`src/rtl/if_id_queue_pkg.sv`:
```
// Shared constants and entry layout for the fetch-to-decode queue.
package if_id_queue_pkg;

  localparam int PC_W  = 32;
  localparam int INST_W = 32;

  localparam logic [INST_W-1:0] IFQ_NOP_INST = 32'h00000000;
  localparam logic [PC_W-1:0]   IFQ_RESET_PC = 32'h00010000;

  typedef struct packed {
    logic [PC_W-1:0]   pc4;
    logic [INST_W-1:0] inst;
  } ifq_entry_t;

endpackage

```
`src/rtl/ifq_regfile.sv`:
```
// Queue storage: one synchronous write port, one asynchronous read port.
module ifq_regfile
  import if_id_queue_pkg::*;
#(
  parameter int DEPTH = 2,
  parameter int AW    = $clog2(DEPTH)
) (
  input  logic          clk_sys,
  input  logic          we,
  input  logic [AW-1:0] waddr,
  input  ifq_entry_t    wdata,
  input  logic [AW-1:0] raddr,
  output ifq_entry_t    rdata
);

  ifq_entry_t mem [DEPTH];

  // No reset: contents are only observable through a valid head entry.
  always_ff @(posedge clk_sys) begin
    if (we) mem[waddr] <= wdata;
  end

  assign rdata = mem[raddr];

endmodule

```
`src/rtl/if_id_queue.sv`:
```
// IF/ID buffer: small circular FIFO with valid/ready on both sides and flush.
module if_id_queue
  import if_id_queue_pkg::*;
#(
  parameter int                  DEPTH    = 2,
  parameter logic [INST_W-1:0]   NOP_INST = IFQ_NOP_INST
) (
  input  logic                     CLOCK,
  input  logic                     RESET,
  input  logic                     IN_VALID,
  output logic                     IN_READY,
  input  logic [PC_W-1:0]          IN_PC4,
  input  logic [INST_W-1:0]        IN_INST,
  input  logic                     FLUSH,
  output logic                     OUT_VALID,
  input  logic                     OUT_READY,
  output logic [PC_W-1:0]          OUT_PC4,
  output logic [INST_W-1:0]        OUT_INST,
  output logic [$clog2(DEPTH):0]   OCC
);

  localparam int AW = $clog2(DEPTH);
  localparam int CW = AW + 1;

  logic [AW-1:0] wp, rp;
  logic [CW-1:0] cnt;
  logic          full, empty, push, pop;
  ifq_entry_t    wr_entry, rd_entry;

  assign full  = (cnt == CW'(DEPTH));
  assign empty = (cnt == '0);

  // Ready is purely registered so fetch's PC stall never sees a pop-credit loop.
  assign IN_READY  = !full;
  assign OUT_VALID = !empty;

  assign push = IN_VALID  & IN_READY  & !FLUSH;
  assign pop  = OUT_VALID & OUT_READY & !FLUSH;

  assign wr_entry.pc4  = IN_PC4;
  assign wr_entry.inst = IN_INST;

  ifq_regfile #(.DEPTH(DEPTH), .AW(AW)) u_regfile (
    .clk_sys (CLOCK),
    .we      (push),
    .waddr   (wp),
    .wdata   (wr_entry),
    .raddr   (rp),
    .rdata   (rd_entry)
  );

  always_ff @(posedge CLOCK or negedge RESET) begin
    if (!RESET) begin
      wp  <= '0;
      rp  <= '0;
      cnt <= '0;
    end else if (FLUSH) begin
      wp  <= '0;
      rp  <= '0;
      cnt <= '0;
    end else begin
      // DEPTH is a power of two, so pointers wrap naturally.
      if (push) wp <= wp + AW'(1);
      if (pop)  rp <= rp + AW'(1);
      case ({push, pop})
        2'b10:   cnt <= cnt + CW'(1);
        2'b01:   cnt <= cnt - CW'(1);
        default: cnt <= cnt;
      endcase
    end
  end

  assign OUT_PC4  = empty ? '0       : rd_entry.pc4;
  assign OUT_INST = empty ? NOP_INST : rd_entry.inst;
  assign OCC      = cnt;

endmodule

```
`config.mk`:
```
export PLATFORM = sky130hd
export DESIGN_NAME = if_id_queue
export DESIGN_NICKNAME = d
export VERILOG_FILES = /design/src/rtl/if_id_queue_pkg.sv /design/src/rtl/ifq_regfile.sv /design/src/rtl/if_id_queue.sv
export SDC_FILE = /design/constraint.sdc
export NUM_CORES = 1
export LEC_CHECK = 0
export ABC_AREA = 1
export CAP_MARGIN = 5
export CORE_MARGIN = 4
export CORE_UTILIZATION = 54
export CTS_BUF_LIST = sky130_fd_sc_hd__clkbuf_8
export CTS_CLUSTER_SIZE = 16
export DETAILED_ROUTE_END_ITERATION = 8
export GPL_TIMING_DRIVEN = 1
export PLACE_DENSITY = 0.88
export SYNTH_ARGS = -nofsm -noshare
export SYNTH_HDL_FRONTEND = slang
export SYNTH_SLANG_ARGS = --single-unit
```
`constraint.sdc`:
```
create_clock -name CLOCK -period 9.15 [get_ports CLOCK]
set_clock_uncertainty 0.2 [all_clocks]
set_input_delay 2.2875 -clock CLOCK [delete_from_list [all_inputs] [get_ports CLOCK]]
set_output_delay 2.2875 -clock CLOCK [all_outputs]
set_load 0.005 [all_outputs]
```
== Word-level counts from Yosys, hierarchy flattened ==
Memory sizes are Yosys's and may differ from the RTL's.
Index checks and enable logic that the tools add are counted.

* Memory bits (writable): 128
* Bits of input ports: 69
* Bits in registers: 4
* Memories kept: 1
* Output and inout bits: 68

{| class="wikitable"
|+ Memories
! memory !! depth !! bits a word !! rd ports !! clocked after memory_dff !! wr ports !! RTL line !! RTL
|-
| u_regfile.mem || 2 || 64 || 1 || 0 || 1 || ifq_regfile.sv:16 || <nowiki>ifq_entry_t mem [DEPTH];</nowiki>
|}

* Bitwise logic cells: 4
* Reduce and logical (&&, ||, !) cells: 7
* Eq/ne operators: 3
* Multiplexer cells: 10
* Add/subtract/negate cells: 4

{| class="wikitable"
|+ Operators by type and width
! operator !! count
|-
| 2-to-1 mux 32 bit || 2
|-
| 2-to-1 mux 1 bit || 6
|-
| AND 1 bit || 4
|-
| equality test 2 bit, second input constant || 2
|-
| one-hot mux 2 bit (2 select lines) || 1
|-
| nonzero test 2 bit || 2
|-
| zero test 1 bit || 3
|-
| nonzero test 3 bit || 1
|-
| adder 1 bit, second input constant || 2
|-
| adder 2 x 1 -> 2 bit, second input constant || 1
|-
| equality test 2 x 1 -> 1 bit, second input constant || 1
|-
| zero test 2 bit || 1
|-
| 2-to-1 mux 2 bit || 1
|-
| subtractor 2 x 1 -> 2 bit, second input constant || 1
|}

== Longest topological paths before layout ==
Gate-level depths: netlist (run 1).

* Depth in word-level cells: 7
* Depth in mapped cells: 9
* Mapped depth without buffers: 9

== Modules after synthesis ==
From an unflattened synthesis (run 1), not the netlist that was laid out.

* Cell total of the unflattened synthesis: 508
* Area, all modules: 5541.6 sq um

{| class="wikitable"
|+ By module, submodules not included
! module !! cells each !! area an instance (sq um) !! times used !! sequential area each (sq um)
|-
| ifq_regfile || 338 || 4703.3 || 1 || 3843.7
|-
| if_id_queue || 170 || 838.3 || 1 || 100.1
|}

== Worst setup path before layout (run 1) ==
No wires, ideal clock.

* Path type: input-to-reg
* Start point: in FLUSH
* End point: mem u_regfile.mem[1][0] in the netlist's numbering (enable)
* Data arrival time: 6.752 ns
* Buffers on the path: 0
* Data required time: 8.385 ns
* Path slack: 1.633 ns
* Library setup time: 0.565 ns
* Stages on the path: 1
* Path through: nor3_1

* Longest elaborated chain between the ends: 4

{| class="wikitable"
|+ Ends and longest elaborated chain
! item !! RTL line !! RTL
|-
| start, declared || if_id_queue.sv:14 || <nowiki>input logic FLUSH,</nowiki>
|-
| zero test 1 bit || if_id_queue.sv:37 || <nowiki>assign push = IN_VALID & IN_READY & !FLUSH;</nowiki>
|-
| AND 1 bit || if_id_queue.sv:37 ||
|-
| 2-to-1 mux 1 bit || ifq_regfile.sv:20 || <nowiki>if (we) mem[waddr] <= wdata;</nowiki>
|-
| 2-to-1 mux 1 bit (implied by the code) || ifq_regfile.sv:20 ||
|-
| end, declared || ifq_regfile.sv:16 ||
|}

No other way between the ends.

== Final worst setup path (run 1) ==
* Start point: reg rp
* End point: out OUT_INST[16]

* Longest elaborated chain between the ends: 2

{| class="wikitable"
|+ Ends and longest elaborated chain
! item !! RTL line !! RTL
|-
| start, declared || if_id_queue.sv:25 || <nowiki>logic [AW-1:0] wp, rp;</nowiki>
|-
| start signal, assigned || if_id_queue.sv:64 || <nowiki>if (pop) rp <= rp + AW'(1);</nowiki>
|-
| memory (2 x 64 bit) || -- ||
|-
| 2-to-1 mux 32 bit || if_id_queue.sv:74 || <nowiki>assign OUT_INST = empty ? NOP_INST : rd_entry.inst;</nowiki>
|-
| end, declared || if_id_queue.sv:18 || <nowiki>output logic [INST_W-1:0] OUT_INST,</nowiki>
|}

No other way between the ends.

==> results of run 1 <==
power by group:
group | internal, W | switching (W)
Combinational | 0.000304 | 0.000302
Sequential | 0.000723 | 0.0000195
Clock | 0.000328 | 0.000231
Total | 0.00136 | 0.000553
through the flow:
stage	util, %	setup WS, ns	hold slack (ns)	instances	total power, W
5_1_grt	76.0	3.87	0.448	646	0.00200
6_report	76.0	4.06	0.384	646	0.00191
3_5_place_dp	71.0	4.41	0.379	615	0.00136
3_3_place_gp	71.0	4.48	0.359	615	0.00135
4_1_cts	76.0	4.00	0.398	646	0.00193
2_1_floorplan	-	1.63	0.316	383	0.00101
cells in the mapped netlist (all sizes together):
library cell    n  area, µm²
edfxtp        128       3840
buf            19       95.1
nor2            3       11.3
o21ai           2       10.0
dfrtp           4        100
nor3            1       5.00
a21oi          66        334
nand2         146        576
inv             9       33.8
nand3           2       20.0
clkbuf          2       7.51
nand3b          1       7.51
cell families after synthesis:
group,count (synthesis),share of synthesized area (%)
flip-flops,132,78.2
AO/OA/AOI/OAI,68,6.82
AND/OR/NAND/NOR,153,12.3
buffers and inverters,30,2.70
state kept, by name, summed over array words and instances (netlist names):
signal         count
rp                 1
wp                 1
u_regfile.mem    128
OCC                2
layer usage:
layer / share of wire [%] / vias to the layer above / track usage (%)
met4: 2.0 / 0 / 7.31
li1: - / 1613 / -
met5: 0 / - / 0
met2: 52 / 175 / 36.6
met1: 38 / 1597 / 25.0
met3: 7.9 / 18 / 5.81
area by class of cell:
type	count	share of cell area, %
clock inverters	14	3.25
flip-flops and latches	132	56.7
inverters	9	0.485
multi-input cells	221	14.0
well taps	111	2.00
repair buffers	142	20.2
clock buffers	17	3.36
worst min-delay path by stage:
stage | start | endpoint | slack (ns)
finish | wp | wp | 0.38
global route | wp | wp | 0.45
CTS | wp | wp | 0.40
detailed placement | wp | wp | 0.38
global placement | wp | wp | 0.36
floorplan | wp | wp | 0.32
worst min-delay path, cell delays in order (launching register included):
cell and delay, ns:
dfrtp_1 0.33, inv_1 0.06, o21ai_0 0.15
==> results.sh, run 1 <==
export IMPL_status="completed"
export IMPL_finalSetupTns_ns=0
export IMPL_clk_latency_ns=0.41
export IMPL_num_vias=3403
export IMPL_via_per_inst=5.27
export IMPL_dieArea_um2=11000
export IMPL_fp_dieH_um=105
export IMPL_cts_max_path_buffers=2
export IMPL_slew_viol_final=0
export IMPL_placed_cell_area_um2=6500
export IMPL_grt_overflow=0
export IMPL_diodes=0
export IMPL_crit_reg2reg_launch="OCC[0]"
export IMPL_hold_path_depth=2
export IMPL_crit_cells=4
export IMPL_fmax_mhz=197
export IMPL_grt_use_total_pct=21.0
export IMPL_gp_congestion=0.823
export IMPL_r2r_setup_slack_ns=6.55
export IMPL_numPortBuffers=136
export IMPL_yosys_warnings=0
export IMPL_grt_max_degree=67
export IMPL_crit_path_top_delay_cell="inv_2"
export IMPL_crit_path_end_kind="primary output"
export IMPL_final_common_cell="nand2_1"
export IMPL_cts_clk_slew_worst_paths_ns=0.07
export IMPL_cts_tree="done"
export IMPL_drt_iter0_markers=207
export IMPL_antenna_found_initial=0
export IMPL_max_slew_margin_pct=27.6
export IMPL_min_path_type="reg -> reg"
export IMPL_clock_root_buffer="clkbuf_8"
export IMPL_cp_required_ns=6.66
export IMPL_cts_sink_count=132
export IMPL_post_cts_setup_buffers=0
export IMPL_worst_slew_pin_slew_ns=1.09
export IMPL_ant_nets=0
export IMPL_critPathLaunchType="register"
export IMPL_period_needed_ns=5.09
export IMPL_drc_errors=0
export IMPL_syn_inst=383
export IMPL_first_global_vias=3501
export IMPL_hold_viol_final=0
export IMPL_crit_chain="inv_2 -> nand2_1 -> a21oi_1 -> clkdlybuf4s50_1"
export IMPL_power_leakage_nw=2.49
export IMPL_ios=137
export IMPL_cp_num_buf_inv=2
export IMPL_syn_nets=452
export IMPL_fin_crit_sh_pct=55.6
export IMPL_grt_pass1_wl_mm=17.9
export IMPL_final_area_um2=6960
export IMPL_dpl_hpwl_mm=7.43
export IMPL_syn_area_per_cell_um2=13.2
export IMPL_yosysSeqAreaShare_pct=78.2
export IMPL_setup_viol=0
export IMPL_reg2reg_depth=7
export IMPL_ys_ff_latch=132
export IMPL_final_seq_area_um2=3950
export IMPL_cts_inserted_buffers=17
export IMPL_drt_total_wl_mm=11.3
export IMPL_final_layout_size_suffix_gt1_share_pct=9.91
export IMPL_setup_worst_path_end="OUT_INST[16]"
export IMPL_placementRows=35
export IMPL_syn_area_um2=5040
export IMPL_fillers=573
export IMPL_ir_worst_vdd_mv=0.164
export IMPL_path_class="reg -> out"
export IMPL_rr_endpoint="u_regfile.mem[0][19]"
export IMPL_cp_top_family="buffers and inverters"
export IMPL_max_stage_delay_ns=0.75
export IMPL_die_x_um=105
export IMPL_dr_pass1_iters=5
export IMPL_cap_violations=0
export IMPL_core_area_um2=9150
export IMPL_critical_path_startpoint="rp"
export IMPL_area_growth_synth_to_final_pct=38.0
export IMPL_arrival_ns=2.60
export IMPL_nNetsFinal=592
export IMPL_final_cell_mix="nand2_1 (141), clkdlybuf4s50_1 (136), edfxtp_1 (128), a21oi_1 (65), clkbuf_8 (17)"
export IMPL_synthDistinctLibCells=16
export IMPL_rsz0062_at_grt="no"
export IMPL_cts_htree_levels=4
export IMPL_critPathMaxFanout=66
export IMPL_hold_buffers=0
export IMPL_initial_utilization_pct=55.1
export IMPL_power_density_nw_per_um2=274
export IMPL_multiInputGateArea_um2=976
export IMPL_detail_route_wl_per_cell_um=17.6
export IMPL_ctsResizeCount=0
No activity file was read; power rests on OpenSTA's default activity.
==> run 2: changes to the inputs <==
CORE_UTILIZATION = 50   (was 54)
PLACE_DENSITY = 0.82   (was 0.88)
clock period = 5 ns   (was 9.15 ns; I/O delays follow)
==> results.sh, run 2 (synthesized netlist as in run 1, its figures left out) <==
export IMPL_status="completed"
export IMPL_crit_path_top_delay_cell="inv_2"
export IMPL_hold_buffers=0
export IMPL_nNetsFinal=591
export IMPL_slew_viol_final=0
export IMPL_antenna_found_initial=0
export IMPL_post_cts_setup_buffers=0
export IMPL_placed_cell_area_um2=6530
export IMPL_grt_pass1_wl_mm=17.1
export IMPL_dieArea_um2=11800
export IMPL_dr_pass1_iters=4
export IMPL_fmax_mhz=246
export IMPL_use_met3_pct=5.37
export IMPL_place_ws_ns=1.40
export IMPL_critPathMaxFanout=66
export IMPL_gr_usage_met1_pct=21.6
export IMPL_ctsResizeCount=0
export IMPL_grt_use_total_pct=19.6
export IMPL_finalSetupTns_ns=0
export IMPL_crit_chain="inv_2 -> nand2_1 -> a21oi_1 -> clkdlybuf4s50_1"
export IMPL_final_cell_mix="nand2_1 (141), clkdlybuf4s50_1 (136), edfxtp_1 (128), a21oi_1 (65), clkbuf_8 (17)"
export IMPL_power_density_nw_per_um2=487
export IMPL_final_area_um2=6940
export IMPL_cap_violations=0
export IMPL_cp_required_ns=3.55
export IMPL_largest_reg_flops=128
export IMPL_utilization_pct=70.6
export IMPL_core_area_um2=9820
export IMPL_ir_worst_vdd_mv=0.236
export IMPL_rsz0062_at_grt="no"
export IMPL_fillers=706
export IMPL_via_per_inst=5.12
export IMPL_cts_htree_levels=4
export IMPL_min_path_type="reg -> reg"
export IMPL_final_common_cell="nand2_1"
export IMPL_ant_nets=0
export IMPL_drc_errors=0
export IMPL_diodes=0
export IMPL_grt_overflow=0
export IMPL_fin_crit_sh_pct=81.3
export IMPL_dpl_hpwl_mm=7.15
export IMPL_path_class="reg -> out"
export IMPL_power_w=0.00338
export IMPL_max_slew_margin_pct=25.5
export IMPL_cts_tree="done"
export IMPL_crit_path_end_kind="primary output"
export IMPL_critPathLaunchType="register"
export IMPL_drt_iter0_markers=229
export IMPL_numPortBuffers=136
export IMPL_fp_dieH_um=108
export IMPL_drt_total_wl_mm=11.3
export IMPL_initial_utilization_pct=51.4
export IMPL_worst_slack_ns=0.937
export IMPL_placementRows=36
export IMPL_worst_slew_pin_slew_ns=1.12
export IMPL_cts_clk_slew_worst_paths_ns=0.07
export IMPL_clock_root_buffer="clkbuf_8"
export IMPL_top_register="u_regfile.mem"
export IMPL_gp_congestion=0.802
export IMPL_cts_sink_count=132
export IMPL_detail_route_wl_per_cell_um=16.9
export IMPL_setup_viol=0
export IMPL_num_vias=3423
export IMPL_cts_inserted_buffers=17
export IMPL_clk_latency_ns=0.42
export IMPL_grtUsageMet2_pct=34.9
export IMPL_first_global_vias=3524
export IMPL_top_usage_layer="met2"
export IMPL_ios=137
export IMPL_die_x_um=108
export IMPL_arrival_ns=2.61
export IMPL_area_growth_synth_to_final_pct=37.5
export IMPL_period_needed_ns=4.06
export IMPL_hold_viol_final=0
export IMPL_grt_max_degree=67
export IMPL_final_layout_size_suffix_gt1_share_pct=8.60
export IMPL_max_stage_delay_ns=0.77
export IMPL_cts_max_path_buffers=2
export IMPL_power_leakage_nw=2.48
run 2: changes by cell type in the layout (fill, tap and decap cells not counted), sizes merged:
cell	change
clkinvlp	+1
inv	+1
bufinv	-1
buf	-1
run 2: worst max-delay path, delay by kind of cell, from the launching register on:
| family | cells | cell delay [ns] |
|---|---|---|
| buffers and inverters | 2 | 1.34 |
| DFF | 1 | 0.41 |
| AOI/OAI and AO/OA | 1 | 0.25 |
| and+or+nand+nor | 1 | 0.15 |
run 2: metal layers:
metal / wire (µm) / vias to the layer above
met5: 0 / -
met1: 4340 / 1655
met3: 685 / 18
met2: 6000 / 131
li1: - / 1619
met4: 259 / 0
run 2: layout make-up:
cell class	instances	area, µm²	share of cell area [%]
clock inverter	15	175	2.53
inverter	9	33.8	0.487
tap	133	166	2.40
clock buffer	17	234	3.37
multi-input combinational	221	982	14.2
sequential	132	3950	56.9
timing repair buffer	141	1400	20.2
run 2: path summary, 6_finish.rpt:
path	startpoint	to	slack [ns]	cells after the start
setup / recovery	rp	OUT_PC4[15]	0.94	4
hold / removal	wp	wp	0.44	2
setup reg to reg	OCC[0]	u_regfile.mem[0][24]	2.74	7
hold reg to reg	wp	wp	0.44	2
max in group asynchronous	RESET	rp	3.57	1
min in group asynchronous	RESET	OCC[1]	0.84	1
run 2: report_power, final:
group	total, W	leakage [nW]	switching (W)	internal (W)
clock	0.000905	0.217	0.000375	0.000530
combinational	0.00111	1.04	0.000554	0.000557
sequential	0.00136	1.22	0.0000361	0.00132
run 2: metrics by stage:
step | hold WS [ns] | std cells
6_report | 0.435 | 668
5_1_grt | 0.455 | 668
3_3_place_gp | 0.370 | 636
4_1_cts | 0.432 | 668
3_5_place_dp | 0.418 | 636
2_1_floorplan | 0.325 | 383
==> run 3: changes to the inputs <==
CORE_UTILIZATION = 45   (was 50)
PLACE_DENSITY = 0.78   (was 0.82)
clock period = 3.7 ns   (was 5 ns; I/O delays follow)
==> results.sh, run 3 (synthesized netlist as in run 1, its figures left out) <==
export IMPL_cts_sink_count=132
export IMPL_drt_total_wl_mm=11.0
export IMPL_crit_chain="inv_2 -> buf_4 -> nand2_1 -> a21oi_1 -> clkdlybuf4s50_1"
export IMPL_dpl_hpwl_mm=6.94
export IMPL_fin_cells=677
export IMPL_fmax_mhz=299
export IMPL_largest_reg_flops=128
export IMPL_core_area_um2=10900
export IMPL_cts_max_path_buffers=2
export IMPL_drt_iter0_markers=194
export IMPL_first_global_vias=3575
export IMPL_grt_use_total_pct=17.7
export IMPL_hold_ws_ns=0.396
export IMPL_post_cts_setup_buffers=0
export IMPL_cts_htree_levels=4
export IMPL_final_common_cell="nand2_1"
export IMPL_max_stage_delay_ns=0.55
export IMPL_area_growth_synth_to_final_pct=39.6
export IMPL_final_cell_mix="nand2_1 (141), clkdlybuf4s50_1 (136), edfxtp_1 (128), a21oi_1 (65), clkbuf_8 (17)"
export IMPL_nNetsFinal=593
export IMPL_cts_clk_slew_worst_paths_ns=0.07
export IMPL_clk_latency_ns=0.42
export IMPL_dieArea_um2=13000
export IMPL_detail_route_wl_per_cell_um=16.2
export IMPL_power_leakage_nw=2.51
export IMPL_initial_utilization_pct=46.3
export IMPL_rsz0062_at_grt="no"
export IMPL_power_density_nw_per_um2=672
export IMPL_hold_viol_final=0
export IMPL_final_layout_size_suffix_gt1_share_pct=8.94
export IMPL_arrival_ns=2.22
export IMPL_max_slew_margin_pct=69.2
export IMPL_clock_root_buffer="clkbuf_8"
export IMPL_slew_viol_final=0
export IMPL_cp_required_ns=2.57
export IMPL_hold_buffers=0
export IMPL_setup_viol=0
export IMPL_diodes=0
export IMPL_grt_pass1_wl_mm=17.5
export IMPL_top_register="u_regfile.mem"
export IMPL_cts_inserted_buffers=17
export IMPL_worst_slew_pin_slew_ns=0.461
export IMPL_ant_nets=0
export IMPL_crit_path_end_kind="primary output"
export IMPL_dp_cells=645
export IMPL_num_vias=3383
export IMPL_placementRows=38
export IMPL_ios=137
export IMPL_period_needed_ns=3.34
export IMPL_path_class="reg -> out"
export IMPL_ctsResizeCount=0
export IMPL_grt_overflow=0
export IMPL_finalSetupTns_ns=0
export IMPL_drc_errors=0
export IMPL_status="completed"
export IMPL_critPathLaunchType="register"
export IMPL_via_per_inst=5.00
export IMPL_min_path_type="reg -> reg"
export IMPL_cap_violations=0
export IMPL_gp_congestion=0.769
export IMPL_ir_worst_vdd_mv=0.313
export IMPL_crit_path_top_delay_cell="clkdlybuf4s50_1"
export IMPL_dr_pass1_iters=5
export IMPL_critPathMaxFanout=36
export IMPL_fp_dieH_um=114
export IMPL_cts_tree="done"
export IMPL_die_x_um=114
export IMPL_worst_slack_ns=0.355
export IMPL_antenna_found_initial=0
export IMPL_numPortBuffers=136
export IMPL_fin_crit_sh_pct=90.4
export IMPL_grt_max_degree=65
export IMPL_place_ws_ns=0.786
-- run 3: where the power goes --
part           switching, W  total [W]  internal (W)  leakage, nW
logic              0.000736    0.00152      0.000782         1.06
registers         0.0000575    0.00185       0.00179         1.22
clock network      0.000515    0.00137      0.000853        0.230
total               0.00131    0.00473       0.00342         2.51
-- run 3: path summary, 6_finish.rpt --
path,start,endpoint,slack [ns],cells after the start
setup / recovery,rp,OUT_PC4[29],0.36,5
hold / removal,wp,wp,0.40,2
setup reg to reg,OCC[0],u_regfile.mem[0][57],1.83,7
hold reg to reg,wp,wp,0.40,2
max in group asynchronous,RESET,rp,2.58,1
min in group asynchronous,RESET,wp,0.52,1
-- run 3: worst max-delay path, delay by kind of cell, from the launching register on --
kind	cells	cell delay, ns
and+or+nand+nor	1	0.09
buffers and inverters	3	0.99
AOI/OAI and AO/OA	1	0.17
DFF	1	0.53
-- run 3: metal layers --
| layer | up-vias | wire, µm | share of wire [%] | GRT usage, % |
|---|---|---|---|---|
| met4 | 0 | 175 | 1.6 | 6.65 |
| met3 | 12 | 741 | 6.8 | 5.99 |
| met2 | 114 | 5700 | 52 | 30.7 |
| met1 | 1634 | 4360 | 40 | 20.2 |
| li1 | 1623 | - | - | - |
| met5 | - | 0 | 0 | 0 |
-- run 3: stage by stage --
stage / power, W / area [µm²] / utilization, %
global placement: 0.00339 / 6590 / 60.5
global route: 0.00499 / 7040 / 64.7
detailed placement: 0.00342 / 6590 / 60.5
CTS: 0.00480 / 7040 / 64.7
floorplan: 0.00251 / 5050 / -
finish: 0.00473 / 7040 / 64.7
-- run 3: area by class of cell --
cell class	instances	area (µm²)
Fill cell	840	3850
Sequential cell	132	3950
Multi-Input combinational cell	221	982
Clock inverter	15	219
Timing Repair Buffer	143	1450
Clock buffer	17	234
Inverter	9	33.8
Tap cell	140	175
